--- config.mk ---
export PLATFORM = sky130hd
export DESIGN_NAME = simon_req_sched
export DESIGN_NICKNAME = d
export VERILOG_FILES = /design/src/rtl/simon_sched_pkg.sv /design/src/rtl/rr_arbiter.sv /design/src/rtl/simon_req_sched.sv
export SDC_FILE = /design/constraint.sdc
export NUM_CORES = 1
export LEC_CHECK = 0
export ABC_AREA = 1
export CORE_MARGIN = 2
export CORE_UTILIZATION = 42
export CTS_CLUSTER_DIAMETER = 200
export DETAILED_ROUTE_END_ITERATION = 8
export PLACE_DENSITY = 0.81
export SYNTH_ARGS = -nofsm -noshare
export SYNTH_HDL_FRONTEND = slang
export SYNTH_SLANG_ARGS = --single-unit
--- constraint.sdc ---
create_clock -name clk -period 4.7 [get_ports clk]
set_input_delay 1.41 -clock clk [delete_from_list [all_inputs] [get_ports clk]]
set_output_delay 1.41 -clock clk [all_outputs]
set_load 0.1 [all_outputs]
--- src/rtl/simon_sched_pkg.sv ---
// Shared types and default parameters for the SIMON request scheduler.
// The state encoding mirrors the scheduler's operation sequence.
package simon_sched_pkg;

  typedef enum logic [2:0] {
    IDLE,
    GRANT,
    KEY_WR,
    KEY_GAP,
    START,
    WAIT,
    RESP
  } state_e;

  localparam logic [8:0] DEF_KEY_BASE  = 9'h010;
  localparam int         DEF_KEY_WORDS = 2;
  localparam int         DEF_TIMEOUT   = 1024;

endpackage

--- src/rtl/rr_arbiter.sv ---
// Combinational round-robin picker.
// Returns the first request at or after ptr_i, wrapping past the top index.
module rr_arbiter #(
  parameter int NUM_REQ = 4,
  localparam int PW = $clog2(NUM_REQ)
) (
  input  logic [NUM_REQ-1:0] req_i,
  input  logic [PW-1:0]      ptr_i,
  output logic [NUM_REQ-1:0] gnt_o,
  output logic [PW-1:0]      idx_o,
  output logic               any_o
);

  logic [PW-1:0] cand;

  always_comb begin
    gnt_o = '0;
    idx_o = '0;
    any_o = 1'b0;
    cand  = '0;
    for (int off = 0; off < NUM_REQ; off++) begin
      cand = PW'((int'(ptr_i) + off) % NUM_REQ);
      if (!any_o && req_i[cand]) begin
        any_o       = 1'b1;
        gnt_o[cand] = 1'b1;
        idx_o       = cand;
      end
    end
  end

endmodule

--- src/rtl/simon_req_sched.sv ---
// Round-robin scheduler sharing one simonrngtop among NUM_REQ clients.
// Optionally rekeys from the RNG, runs one encryption, returns the ciphertext.
module simon_req_sched
  import simon_sched_pkg::*;
#(
  parameter int         NUM_REQ   = 4,
  parameter logic [8:0] KEY_BASE  = DEF_KEY_BASE,
  parameter int         KEY_WORDS = DEF_KEY_WORDS,
  parameter int         TIMEOUT   = DEF_TIMEOUT
) (
  input  logic                  clk,
  input  logic                  rst,
  input  logic [NUM_REQ-1:0]    req_valid,
  input  logic [NUM_REQ-1:0]    req_rekey,
  input  logic [NUM_REQ*32-1:0] req_pt,
  output logic [NUM_REQ-1:0]    req_ready,
  output logic [NUM_REQ-1:0]    rsp_valid,
  output logic [31:0]           rsp_data,
  output logic                  rsp_error,
  output logic                  busy,
  output logic                  key_we,
  output logic [8:0]            key_addr,
  input  logic                  key_ack,
  output logic                  cipher_en,
  output logic [31:0]           plaintext,
  input  logic [31:0]           cipher_out,
  input  logic                  done
);

  localparam int PW = $clog2(NUM_REQ);
  localparam int TW = $clog2(TIMEOUT + 1);
  localparam logic [1:0] LAST_WORD = 2'(KEY_WORDS - 1);

  state_e               state_q;
  logic [PW-1:0]        rr_ptr_q, rr_ptr_d;
  logic                 key_loaded_q;
  logic [TW-1:0]        timer_q;
  logic [1:0]           word_q;
  logic [NUM_REQ-1:0]   winner_q;
  logic [31:0]          pt_q;
  logic                 do_key_q;

  logic [NUM_REQ-1:0]   req_ready_q, rsp_valid_q;
  logic [31:0]          rsp_data_q, plaintext_q;
  logic                 rsp_error_q, busy_q, key_we_q, cipher_en_q;
  logic [8:0]           key_addr_q;

  logic [NUM_REQ-1:0]   arb_gnt;
  logic [PW-1:0]        arb_idx;
  logic                 arb_any;
  logic                 timed_out;

  rr_arbiter #(.NUM_REQ(NUM_REQ)) u_arb (
    .req_i (req_valid),
    .ptr_i (rr_ptr_q),
    .gnt_o (arb_gnt),
    .idx_o (arb_idx),
    .any_o (arb_any)
  );

  assign rr_ptr_d  = (arb_idx == PW'(NUM_REQ - 1)) ? '0 : arb_idx + PW'(1);
  assign timed_out = (timer_q == TW'(TIMEOUT - 1));

  // Outputs are registered and set on the transition into the state that owns them.
  always_ff @(posedge clk or posedge rst) begin
    if (rst) begin
      state_q      <= IDLE;
      rr_ptr_q     <= '0;
      key_loaded_q <= 1'b0;
      timer_q      <= '0;
      word_q       <= '0;
      winner_q     <= '0;
      pt_q         <= '0;
      do_key_q     <= 1'b0;
      req_ready_q  <= '0;
      rsp_valid_q  <= '0;
      rsp_data_q   <= '0;
      rsp_error_q  <= 1'b0;
      busy_q       <= 1'b0;
      key_we_q     <= 1'b0;
      key_addr_q   <= '0;
      cipher_en_q  <= 1'b0;
      plaintext_q  <= '0;
    end else begin
      req_ready_q <= '0;
      rsp_valid_q <= '0;
      cipher_en_q <= 1'b0;
      case (state_q)
        IDLE: begin
          if (arb_any) begin
            state_q     <= GRANT;
            busy_q      <= 1'b1;
            req_ready_q <= arb_gnt;
            winner_q    <= arb_gnt;
            pt_q        <= req_pt[32*arb_idx +: 32];
            do_key_q    <= req_rekey[arb_idx] | ~key_loaded_q;
            rr_ptr_q    <= rr_ptr_d;
          end
        end
        GRANT: begin
          if (do_key_q) begin
            state_q    <= KEY_WR;
            key_we_q   <= 1'b1;
            key_addr_q <= KEY_BASE;
            word_q     <= '0;
            timer_q    <= '0;
          end else begin
            state_q     <= START;
            cipher_en_q <= 1'b1;
            plaintext_q <= pt_q;
          end
        end
        KEY_WR: begin
          if (key_ack) begin
            key_we_q <= 1'b0;
            state_q  <= KEY_GAP;
          end else if (timed_out) begin
            key_we_q     <= 1'b0;
            key_loaded_q <= 1'b0;
            rsp_error_q  <= 1'b1;
            rsp_data_q   <= '0;
            rsp_valid_q  <= winner_q;
            state_q      <= RESP;
          end else begin
            timer_q <= timer_q + TW'(1);
          end
        end
        KEY_GAP: begin
          if (word_q == LAST_WORD) begin
            key_loaded_q <= 1'b1;
            state_q      <= START;
            cipher_en_q  <= 1'b1;
            plaintext_q  <= pt_q;
          end else begin
            word_q     <= word_q + 2'd1;
            key_addr_q <= KEY_BASE + 9'(word_q) + 9'd1;
            key_we_q   <= 1'b1;
            timer_q    <= '0;
            state_q    <= KEY_WR;
          end
        end
        START: begin
          // done seen on this edge belongs to a previous run and is ignored
          state_q <= WAIT;
          timer_q <= '0;
        end
        WAIT: begin
          if (done) begin
            rsp_data_q  <= cipher_out;
            rsp_error_q <= 1'b0;
            rsp_valid_q <= winner_q;
            state_q     <= RESP;
          end else if (timed_out) begin
            key_loaded_q <= 1'b0;
            rsp_error_q  <= 1'b1;
            rsp_data_q   <= '0;
            rsp_valid_q  <= winner_q;
            state_q      <= RESP;
          end else begin
            timer_q <= timer_q + TW'(1);
          end
        end
        RESP: begin
          rsp_error_q <= 1'b0;
          rsp_data_q  <= '0;
          busy_q      <= 1'b0;
          state_q     <= IDLE;
        end
        default: state_q <= IDLE;
      endcase
    end
  end

  assign req_ready = req_ready_q;
  assign rsp_valid = rsp_valid_q;
  assign rsp_data  = rsp_data_q;
  assign rsp_error = rsp_error_q;
  assign busy      = busy_q;
  assign key_we    = key_we_q;
  assign key_addr  = key_addr_q;
  assign cipher_en = cipher_en_q;
  assign plaintext = plaintext_q;

endmodule

==> flow_summary.json, run 1 <==
{
  "status": "finished, final reports clean",
  "ys.flop_type": "dfrtp_1",
  "regArea_mm2": 0.00335,
  "cts_resized": 0,
  "io_pins": 257,
  "yosysUniqueCellTypes": 40,
  "critical_path_peak_fanout": 44,
  "synth_top_area_share_pct": 45.4,
  "required_ns": 5.06,
  "finalCriticalPeriod_ns": 3.57,
  "fin_crit_sh_pct": 75.9,
  "dieArea_mm2": 0.0187,
  "wl_per_cell_um": 14.5,
  "fillers": 1514,
  "async_flop_share_pct": 100,
  "netlist_area_mm2": 0.00739,
  "htree_levels": 4,
  "clockBufferDepth": 2,
  "place_area_mm2": 0.0100,
  "r2r_start": "rr_ptr_q[0]$_DFFE_PP0P_",
  "gp_congestion": 0.831,
  "drive_gt1_share_pct": 5.31,
  "hp-start": "plaintext[0]$_DFFE_PP0P_",
  "synth_edf_count": 0,
  "antenna_found_initial": 0,
  "hold_path_end": "plaintext[0]$_DFFE_PP0P_",
  "layout.nets": 1429,
  "crit_family": "buffers and inverters",
  "dpl.cell_count": 1455,
  "end_kind": "flip-flop",
  "worstMarginPinSlew_ns": 1.18,
  "multi_input_area_mm2": 0.00309,
  "critPathLaunch": "req_valid[1]",
  "fin_cells": 1486,
  "startpoint_type": "primary input",
  "drc_errors": 0,
  "place_hpwl_um": 15300,
  "num_antenna_cells": 0,
  "antenna_left": 0,
  "r2r_cells": 13,
  "cp_slowest_stage_delay_ns": 0.59,
  "vias": 7384,
  "synth.avg_cell_area_um2": 7.27,
  "synth_common_cells": "388 x nand2_1, 183 x inv_1, 134 x dfrtp_1, 88 x nand3_1, 35 x nand4_1",
  "grt_max_degree": 75,
  "finalClockSkew_ns": 0.00936,
  "tritoncts.num_buffers": 17,
  "via_per_inst": 4.97,
  "crit_chain": "clkdlybuf4s50_1, inv_1, nand2_1, nand3_1, nand2_2, nor2_4, nand3_4, buf_4, nand2_2, inv_2, or2_2, nand2_1, inv_1",
  "path_clk_slew_ns": 0.06,
  "rows": 48,
  "initial_core_util_pct": 42.8,
  "min_path_cells": 2,
  "r2r-end": "do_key_q$_DFFE_PP0P_",
  "clock-root-buffer": "clkbuf_16",
  "clock_latency_ns": 0.42,
  "wl_um": 21600,
  "setup_viol": 0,
  "ys_top_cells_by_area": "dfrtp_1 45%, nand2_1 20%, inv_1 9.3%",
  "finalHoldViolations": 0,
  "grt_pass1_vias": 7053,
  "grt_pass1_wl_um": 34200,
  "yosysTopAreaCell": "dfrtp_1",
  "cts_hold_buf": 0,
  "final.setup.tns_ns": 0,
  "cap_viol_max_count": 0,
  "grt-ovfl-total": 0,
  "cts_setup_buffers": 0,
  "yosysMostFrequentCell": "nand2_1",
  "whs_ns": 0.469,
  "ys_ff_latch": 134,
  "tritoncts": "done",
  "drt-pass1-iter-count": 5,
  "path_buf_inv": 5,
  "design_area_mm2": 0.0107,
  "critPathSlowestCell": "inv_2",
  "clock_sinks": 134,
  "timing.fmax_ghz": 0.280,
  "syn_inst": 1016,
  "area_growth_pct": 44.5,
  "yosysSeqAreaShare_pct": 45.4,
  "slew_viol_final": 0,
  "fp.dieH_um": 137,
  "drtIter0Drc": 500,
  "fp.dieW_um": 137,
  "crit_type": "primary input to flip-flop",
  "coreArea_mm2": 0.0172,
  "hp-class": "flip-flop to flip-flop",
  "grt.total_usage_pct": 23.5,
  "maxSlewHeadroom_pct": 21.1,
  "port_buffers": 251,
  "yosysWarnings": 0,
  "worstPathArrival_ns": 3.92,
  "rrSetupSlack_ns": 1.60,
  "rsz0062_at_grt": "no"
}
-- cells in the final DEF (no fill, tap or decap), types with 3 or more instances in the layout --
cell,synthesis,layout
clkbuf_16,0,17
o21a_1,3,3
nand4_1,35,35
ha_1,8,8
buf_4,8,11
a21oi_1,10,10
a22oi_1,3,3
nand2_1,388,388
clkdlybuf4s50_1,0,251
clkinvlp_4,0,4
nand3_1,88,88
nand2_2,8,8
dfrtp_1,134,134
a32o_1,31,31
conb_1,1,5
bufinv_16,0,4
inv_2,4,4
o21ai_0,15,15
nor3_1,3,3
nor2_1,19,19
inv_1,183,182
-- layout make-up --
cell class / instances / share of cell area (%)
inverters: 188 / 6.65
clock buffers: 20 / 4.28
clock inverters: 11 / 1.63
well taps: 225 / 2.64
multi-input cells: 645 / 28.9
flip-flops and latches: 134 / 31.4
repair buffers: 263 / 24.5
-- state kept, by name, indices dropped and copies added, names as in the netlist, 2 cells and up --
signal and count:
key_addr 3, plaintext 32, pt_q 32, req_ready 4, rr_ptr_q 2, rsp_data 32, rsp_valid 4, state_q 3
timer_q 11, winner_q 4
-- kinds of logic after synthesis --
kind of cell	after synthesis	synth area share (%)
and+or+nand+nor	554	32.0
buffers and inverters	241	13.1
AOI/OAI and AO/OA	76	7.79
other	1	0.0508
xor gates and xnor gates	2	0.237
DFF	134	45.4
adders and majority gates	8	1.36
-- per-stage QoR --
step           utilization, %  setup WS, ns
6_report                 61.9          1.13
5_1_grt                  61.9         0.951
4_1_cts                  61.9          1.16
3_5_place_dp             58.3         0.729
3_3_place_gp             58.3         0.796
2_1_floorplan               -          1.62
-- routing by layer --
metal	up-vias	routed length (um)	global-route usage, %
met5	-	0	0
met4	0	439	8.22
met3	37	1710	5.81
met2	292	10600	40.4
met1	3430	8810	28.7
li1	3625	-	-
-- worst reg2reg max path: stages (launching register included) --
cell	delay, ns
dfrtp_1	0.58
inv_2	0.19
ha_1	0.41
inv_1	0.13
nand2_1	0.06
nand2_1	0.12
nor2_4	0.07
nand3_4	0.07
buf_4	0.38
nand2_2	0.11
inv_2	0.59
or2_2	0.24
nand2_1	0.05
inv_1	0.05
-- how the worst max path moves through the flow --
stage                                 endpoint  cells after the start  slack (ns)
final                     do_key_q$_DFFE_PP0P_                     13        1.13
after global routing      do_key_q$_DFFE_PP0P_                     13        0.95
after CTS                 do_key_q$_DFFE_PP0P_                     13        1.16
after detailed placement  do_key_q$_DFFE_PP0P_                     13        0.73
after global placement    do_key_q$_DFFE_PP0P_                     13        0.80
after floorplan               busy$_DFFE_PP0P_                      1        1.62
Power of run 1 is not shown: default switching activity piles up to over one toggle a cycle in this logic, so the estimate is an artifact.
==> run 2: changes to the inputs <==
--- a/config.mk
+++ b/config.mk
@@ -7,10 +7,10 @@
 export LEC_CHECK = 0
 export ABC_AREA = 1
 export CORE_MARGIN = 2
-export CORE_UTILIZATION = 42
+export CORE_UTILIZATION = 46
 export CTS_CLUSTER_DIAMETER = 200
 export DETAILED_ROUTE_END_ITERATION = 8
-export PLACE_DENSITY = 0.81
+export PLACE_DENSITY = 0.84
 export SYNTH_ARGS = -nofsm -noshare
 export SYNTH_HDL_FRONTEND = slang
 export SYNTH_SLANG_ARGS = --single-unit
==> constraint.sdc (replaced) <==
create_clock -name clk -period 3.35 [get_ports clk]
set_input_delay 1.005 -clock clk [delete_from_list [all_inputs] [get_ports clk]]
set_output_delay 1.005 -clock clk [all_outputs]
set_load 0.1 [all_outputs]
==> flow_summary.json, run 2 (same netlist as run 1, synthesis figures left out) <==
{
  "crit_type": "primary input to flip-flop",
  "drtIter0Drc": 390,
  "grt.total_usage_pct": 25.1,
  "r2r-end": "pt_q[4]$_DFFE_PP0P_",
  "drt-pass1-iter-count": 5,
  "grt_pass1_vias": 6891,
  "maxSlewHeadroom_pct": 49.1,
  "vias": 7384,
  "whs_ns": 0.471,
  "critical_path_peak_fanout": 25,
  "io_pins": 257,
  "status": "finished, final reports clean",
  "r2r_start": "rr_ptr_q[1]$_DFFE_PP0P_",
  "worstMarginPinSlew_ns": 0.764,
  "critPathSlowestCell": "clkdlybuf4s50_1",
  "worstPathArrival_ns": 3.16,
  "cts_hold_buf": 0,
  "fp.dieH_um": 131,
  "drc_errors": 0,
  "port_buffers": 251,
  "crit_family": "simple AND/OR/NAND/NOR gates",
  "required_ns": 3.66,
  "rrSetupSlack_ns": 0.52,
  "timing.fmax_ghz": 0.351,
  "fp.dieW_um": 131,
  "final_cell_mix": "388 x nand2_1, 182 x inv_1, 171 x clkdlybuf4s50_1",
  "r2r_cells": 14,
  "clock-root-buffer": "clkbuf_16",
  "path_depth": 14,
  "clock_sinks": 134,
  "cap_viol_max_count": 0,
  "gp_congestion": 0.942,
  "slew_viol_final": 0,
  "hp-class": "flip-flop to flip-flop",
  "drive_gt1_share_pct": 12.6,
  "regArea_mm2": 0.00335,
  "place_area_mm2": 0.00996,
  "critPathMostFrequentCell": "nand2_1",
  "fin_crit_sh_pct": 85.0,
  "area_growth_pct": 43.7,
  "initial_core_util_pct": 46.8,
  "rows": 46,
  "end_kind": "flip-flop",
  "wl_per_cell_um": 14.2,
  "startpoint_type": "primary input",
  "finalCriticalPeriod_ns": 2.85,
  "clockBufferDepth": 2,
  "dpl.cell_count": 1458,
  "hold_path_end": "plaintext[18]$_DFFE_PP0P_",
  "via_per_inst": 4.96,
  "multi_input_area_mm2": 0.00309,
  "path_buf_inv": 3,
  "place_hpwl_um": 15800,
  "setup_viol": 0,
  "cts_setup_buffers": 0,
  "fillers": 1317,
  "tritoncts": "done",
  "htree_levels": 4,
  "rsz0062_at_grt": "no",
  "wl_um": 21200,
  "finalHoldViolations": 0,
  "design_area_mm2": 0.0106,
  "hp-start": "plaintext[18]$_DFFE_PP0P_",
  "dieArea_mm2": 0.0171,
  "crit_chain": "clkdlybuf4s50_1, inv_1, nand2_1, nand3_1, nand2_2, nor2_4, nand3_4, nand3_2, buf_4, nand2_1, nand3_1, nand2_1, nand2_1, nand2_1",
  "layout.nets": 1441,
  "clock_latency_ns": 0.42,
  "min_path_cells": 2,
  "coreArea_mm2": 0.0158,
  "grt_max_degree": 79,
  "cp_slowest_stage_delay_ns": 0.43,
  "grt_pass1_wl_um": 33500,
  "tritoncts.num_buffers": 17,
  "path_clk_slew_ns": 0.06,
  "final.setup.tns_ns": 0,
  "cts_resized": 0,
  "antenna_left": 0,
  "fin_cells": 1490,
  "finalClockSkew_ns": 0.00791,
  "mostFrequentLayoutCell": "nand2_1",
  "antenna_found_initial": 1,
  "grt-ovfl-total": 0
}
-- run 2: cell count changes in the layout (fill, tap and decap cells not counted), sizes merged --
cell / change
clkinv: -3
buf: +92
diode: +1
clkinvlp: +1
clkbuf: +1
clkdlybuf4s50: -80
inv: +1
-- run 2: routing by layer --
layer	track usage, %	part of all wire, %
met3	6.03	8.5
met4	8.89	2.4
met2	44.4	49
met1	29.9	40
met5	0	0
-- run 2: worst min-delay path: cells and delay by family, from the launching register on --
family	cells	cell delay (ns)
DFF	1	0.34
and+or+nand+nor	2	0.10
-- run 2: per-stage QoR --
step	worst slack [ns]	utilization (%)
floorplan	0.680	-
global placement	0.191	63.2
detailed placement	0.0961	63.2
CTS	0.533	67.3
global route	0.318	67.3
finish	0.502	67.3
-- run 2: worst max path at each step --
stage,startpoint,to,slack (ns)
3_3_place_gp,req_valid[1],pt_q[23]$_DFFE_PP0P_,0.19
3_5_place_dp,req_valid[3],pt_q[4]$_DFFE_PP0P_,0.1
2_1_floorplan,rst,busy$_DFFE_PP0P_,0.68
4_1_cts,req_valid[3],pt_q[4]$_DFFE_PP0P_,0.53
5_1_grt,rr_ptr_q[1]$_DFFE_PP0P_,pt_q[4]$_DFFE_PP0P_,0.32
6_report,req_valid[1],pt_q[4]$_DFFE_PP0P_,0.50
-- run 2: area by class of cell --
type                    count  share of cell area [%]
diodes                      1                  0.0236
flip-flops and latches    134                    31.6
clock buffers              21                    4.53
multi-input cells         645                    29.1
repair buffers            275                    24.0
well taps                 216                    2.55
inverters                 188                    6.69
clock inverters            10                    1.58
Power of run 2 is left out for the same reason.
==> run 3: changes to the inputs <==
--- a/config.mk
+++ b/config.mk
@@ -6,11 +6,11 @@
 export NUM_CORES = 1
 export LEC_CHECK = 0
 export ABC_AREA = 1
-export CORE_MARGIN = 2
-export CORE_UTILIZATION = 46
+export CORE_ASPECT_RATIO = 1.4
+export CORE_UTILIZATION = 42
 export CTS_CLUSTER_DIAMETER = 200
 export DETAILED_ROUTE_END_ITERATION = 8
-export PLACE_DENSITY = 0.84
+export PLACE_DENSITY = 0.81
 export SYNTH_ARGS = -nofsm -noshare
 export SYNTH_HDL_FRONTEND = slang
 export SYNTH_SLANG_ARGS = --single-unit
==> constraint.sdc (replaced) <==
create_clock -name clk -period 2.3 [get_ports clk]
set_input_delay 0.69 -clock clk [delete_from_list [all_inputs] [get_ports clk]]
set_output_delay 0.69 -clock clk [all_outputs]
set_load 0.1 [all_outputs]
==> flow_summary.json, run 3 (same netlist as run 1, synthesis figures left out) <==
{
  "wl_per_cell_um": 15.0,
  "area_growth_pct": 49.2,
  "cap_viol_max_count": 0,
  "critPathSlowestCell": "clkdlybuf4s50_1",
  "port_buffers": 251,
  "fin_crit_sh_pct": 95.6,
  "dpl.cell_count": 1504,
  "hp-class": "flip-flop to flip-flop",
  "antenna_left": 0,
  "vias": 7592,
  "drc_errors": 0,
  "via_per_inst": 4.93,
  "finalClockSkew_ns": 0.00759,
  "final.setup.tns_ns": 0,
  "drive_gt1_share_pct": 16.0,
  "end_kind": "flip-flop",
  "mostFrequentLayoutCell": "nand2_1",
  "setup_viol": 0,
  "status": "finished, final reports clean",
  "finalHoldViolations": 0,
  "clock-root-buffer": "clkbuf_16",
  "crit_chain": "clkdlybuf4s50_1, inv_1, nand2_2, nand2_1, nand2_1, nand2_2, o21ai_2, nand2_2, nand3_4, inv_4, buf_12, nand2_1, nand3_1, nand2_1, nand2_1, nand2_1",
  "clock_latency_ns": 0.42,
  "place_hpwl_um": 16300,
  "initial_core_util_pct": 42.8,
  "rsz0062_at_grt": "yes",
  "path_clk_slew_ns": 0.06,
  "place_area_mm2": 0.0103,
  "coreArea_mm2": 0.0173,
  "drtIter0Drc": 634,
  "path_buf_inv": 4,
  "fp.dieH_um": 159,
  "final_cell_mix": "378 x nand2_1, 182 x inv_1, 168 x clkdlybuf4s50_1",
  "grt.total_usage_pct": 25.6,
  "htree_levels": 4,
  "antenna_found_initial": 2,
  "required_ns": 2.61,
  "tritoncts": "done",
  "critical_path_peak_fanout": 23,
  "rows": 57,
  "crit_family": "simple AND/OR/NAND/NOR gates",
  "gp_congestion": 0.916,
  "slew_viol_final": 0,
  "worstPathArrival_ns": 2.51,
  "startpoint_type": "primary input",
  "io_pins": 257,
  "fin_cells": 1541,
  "fp.dieW_um": 114,
  "drt-pass1-iter-count": 5,
  "grt-ovfl-total": 0,
  "layout.nets": 1471,
  "dieArea_mm2": 0.0181,
  "grt_pass1_wl_um": 36600,
  "clock_sinks": 134,
  "cp_slowest_stage_delay_ns": 0.43,
  "clockBufferDepth": 2,
  "wl_um": 23100,
  "tritoncts.num_buffers": 17,
  "timing.fmax_ghz": 0.455,
  "critPathMostFrequentCell": "nand2_1",
  "crit_type": "primary input to flip-flop",
  "grt_max_degree": 63,
  "design_area_mm2": 0.0110,
  "finalCriticalPeriod_ns": 2.20,
  "grt_pass1_vias": 7442
}
## run 3: cell types whose count changed in the layout (fill, tap and decap cells not counted), sizes merged
cell | previous run | this run
buf | 104 | 132
clkinv | 1 | 5
inv | 188 | 189
dlymetal6s2s | 0 | 3
clkbuf | 21 | 20
clkinvlp | 5 | 6
bufinv | 4 | 1
diode | 1 | 2
clkdlybuf4s50 | 171 | 168
## run 3: final timing paths
check / slack [ns] / endpoint / from / cells after the start
worst max-delay path: 0.10 / pt_q[27]$_DFFE_PP0P_ / req_valid[2] / 16
max in group asynchronous: 1.10 / state_q[1]$_DFFE_PP0P_ / rst / 3
worst min register to register: 0.47 / plaintext[9]$_DFFE_PP0P_ / pt_q[9]$_DFFE_PP0P_ / 2
worst min-delay path: 0.47 / plaintext[9]$_DFFE_PP0P_ / pt_q[9]$_DFFE_PP0P_ / 2
worst max register to register: 0.18 / pt_q[27]$_DFFE_PP0P_ / rr_ptr_q[1]$_DFFE_PP0P_ / 14
min in group asynchronous: 0.59 / pt_q[9]$_DFFE_PP0P_ / rst / 2
## run 3: per-layer routing
layer	part of all wire, %	global-route usage, %	up-vias
met2	50	44.1	295
li1	-	-	3712
met4	4.6	12.6	0
met5	0	0	-
met3	6.2	5.00	65
met1	39	30.2	3520
## run 3: layout make-up
class / count / area [um2]
Inverter: 188 / 717
Timing Repair Buffer: 305 / 2910
Clock inverter: 13 / 125
Antenna cell: 2 / 5.00
Tap cell: 236 / 295
Fill cell: 1527 / 6240
Clock buffer: 18 / 439
Sequential cell: 134 / 3350
Multi-Input combinational cell: 645 / 3170
## run 3: what timing repair did
item                       4_1_cts  5_1_grt
buffers inserted                 0        2
hold buffers                     0        0
setup endpoints to repair        0       41
resized for setup                0       36
## run 3: tightest hold or removal path, stage by stage (launching register included)
cell     delay, ns
dfrtp_1       0.34
nand2_1       0.05
nand2_1       0.05
## run 3: per-stage QoR
step	hold slack, ns	worst slack [ns]	util, %
floorplan	0.449	-0.160	-
global placement	0.455	-0.394	59.4
detailed placement	0.460	-0.433	59.4
CTS	0.473	0.00230	62.7
global route	0.493	-0.0348	63.8
finish	0.473	0.102	63.9
Power of run 3 is left out for the same reason.
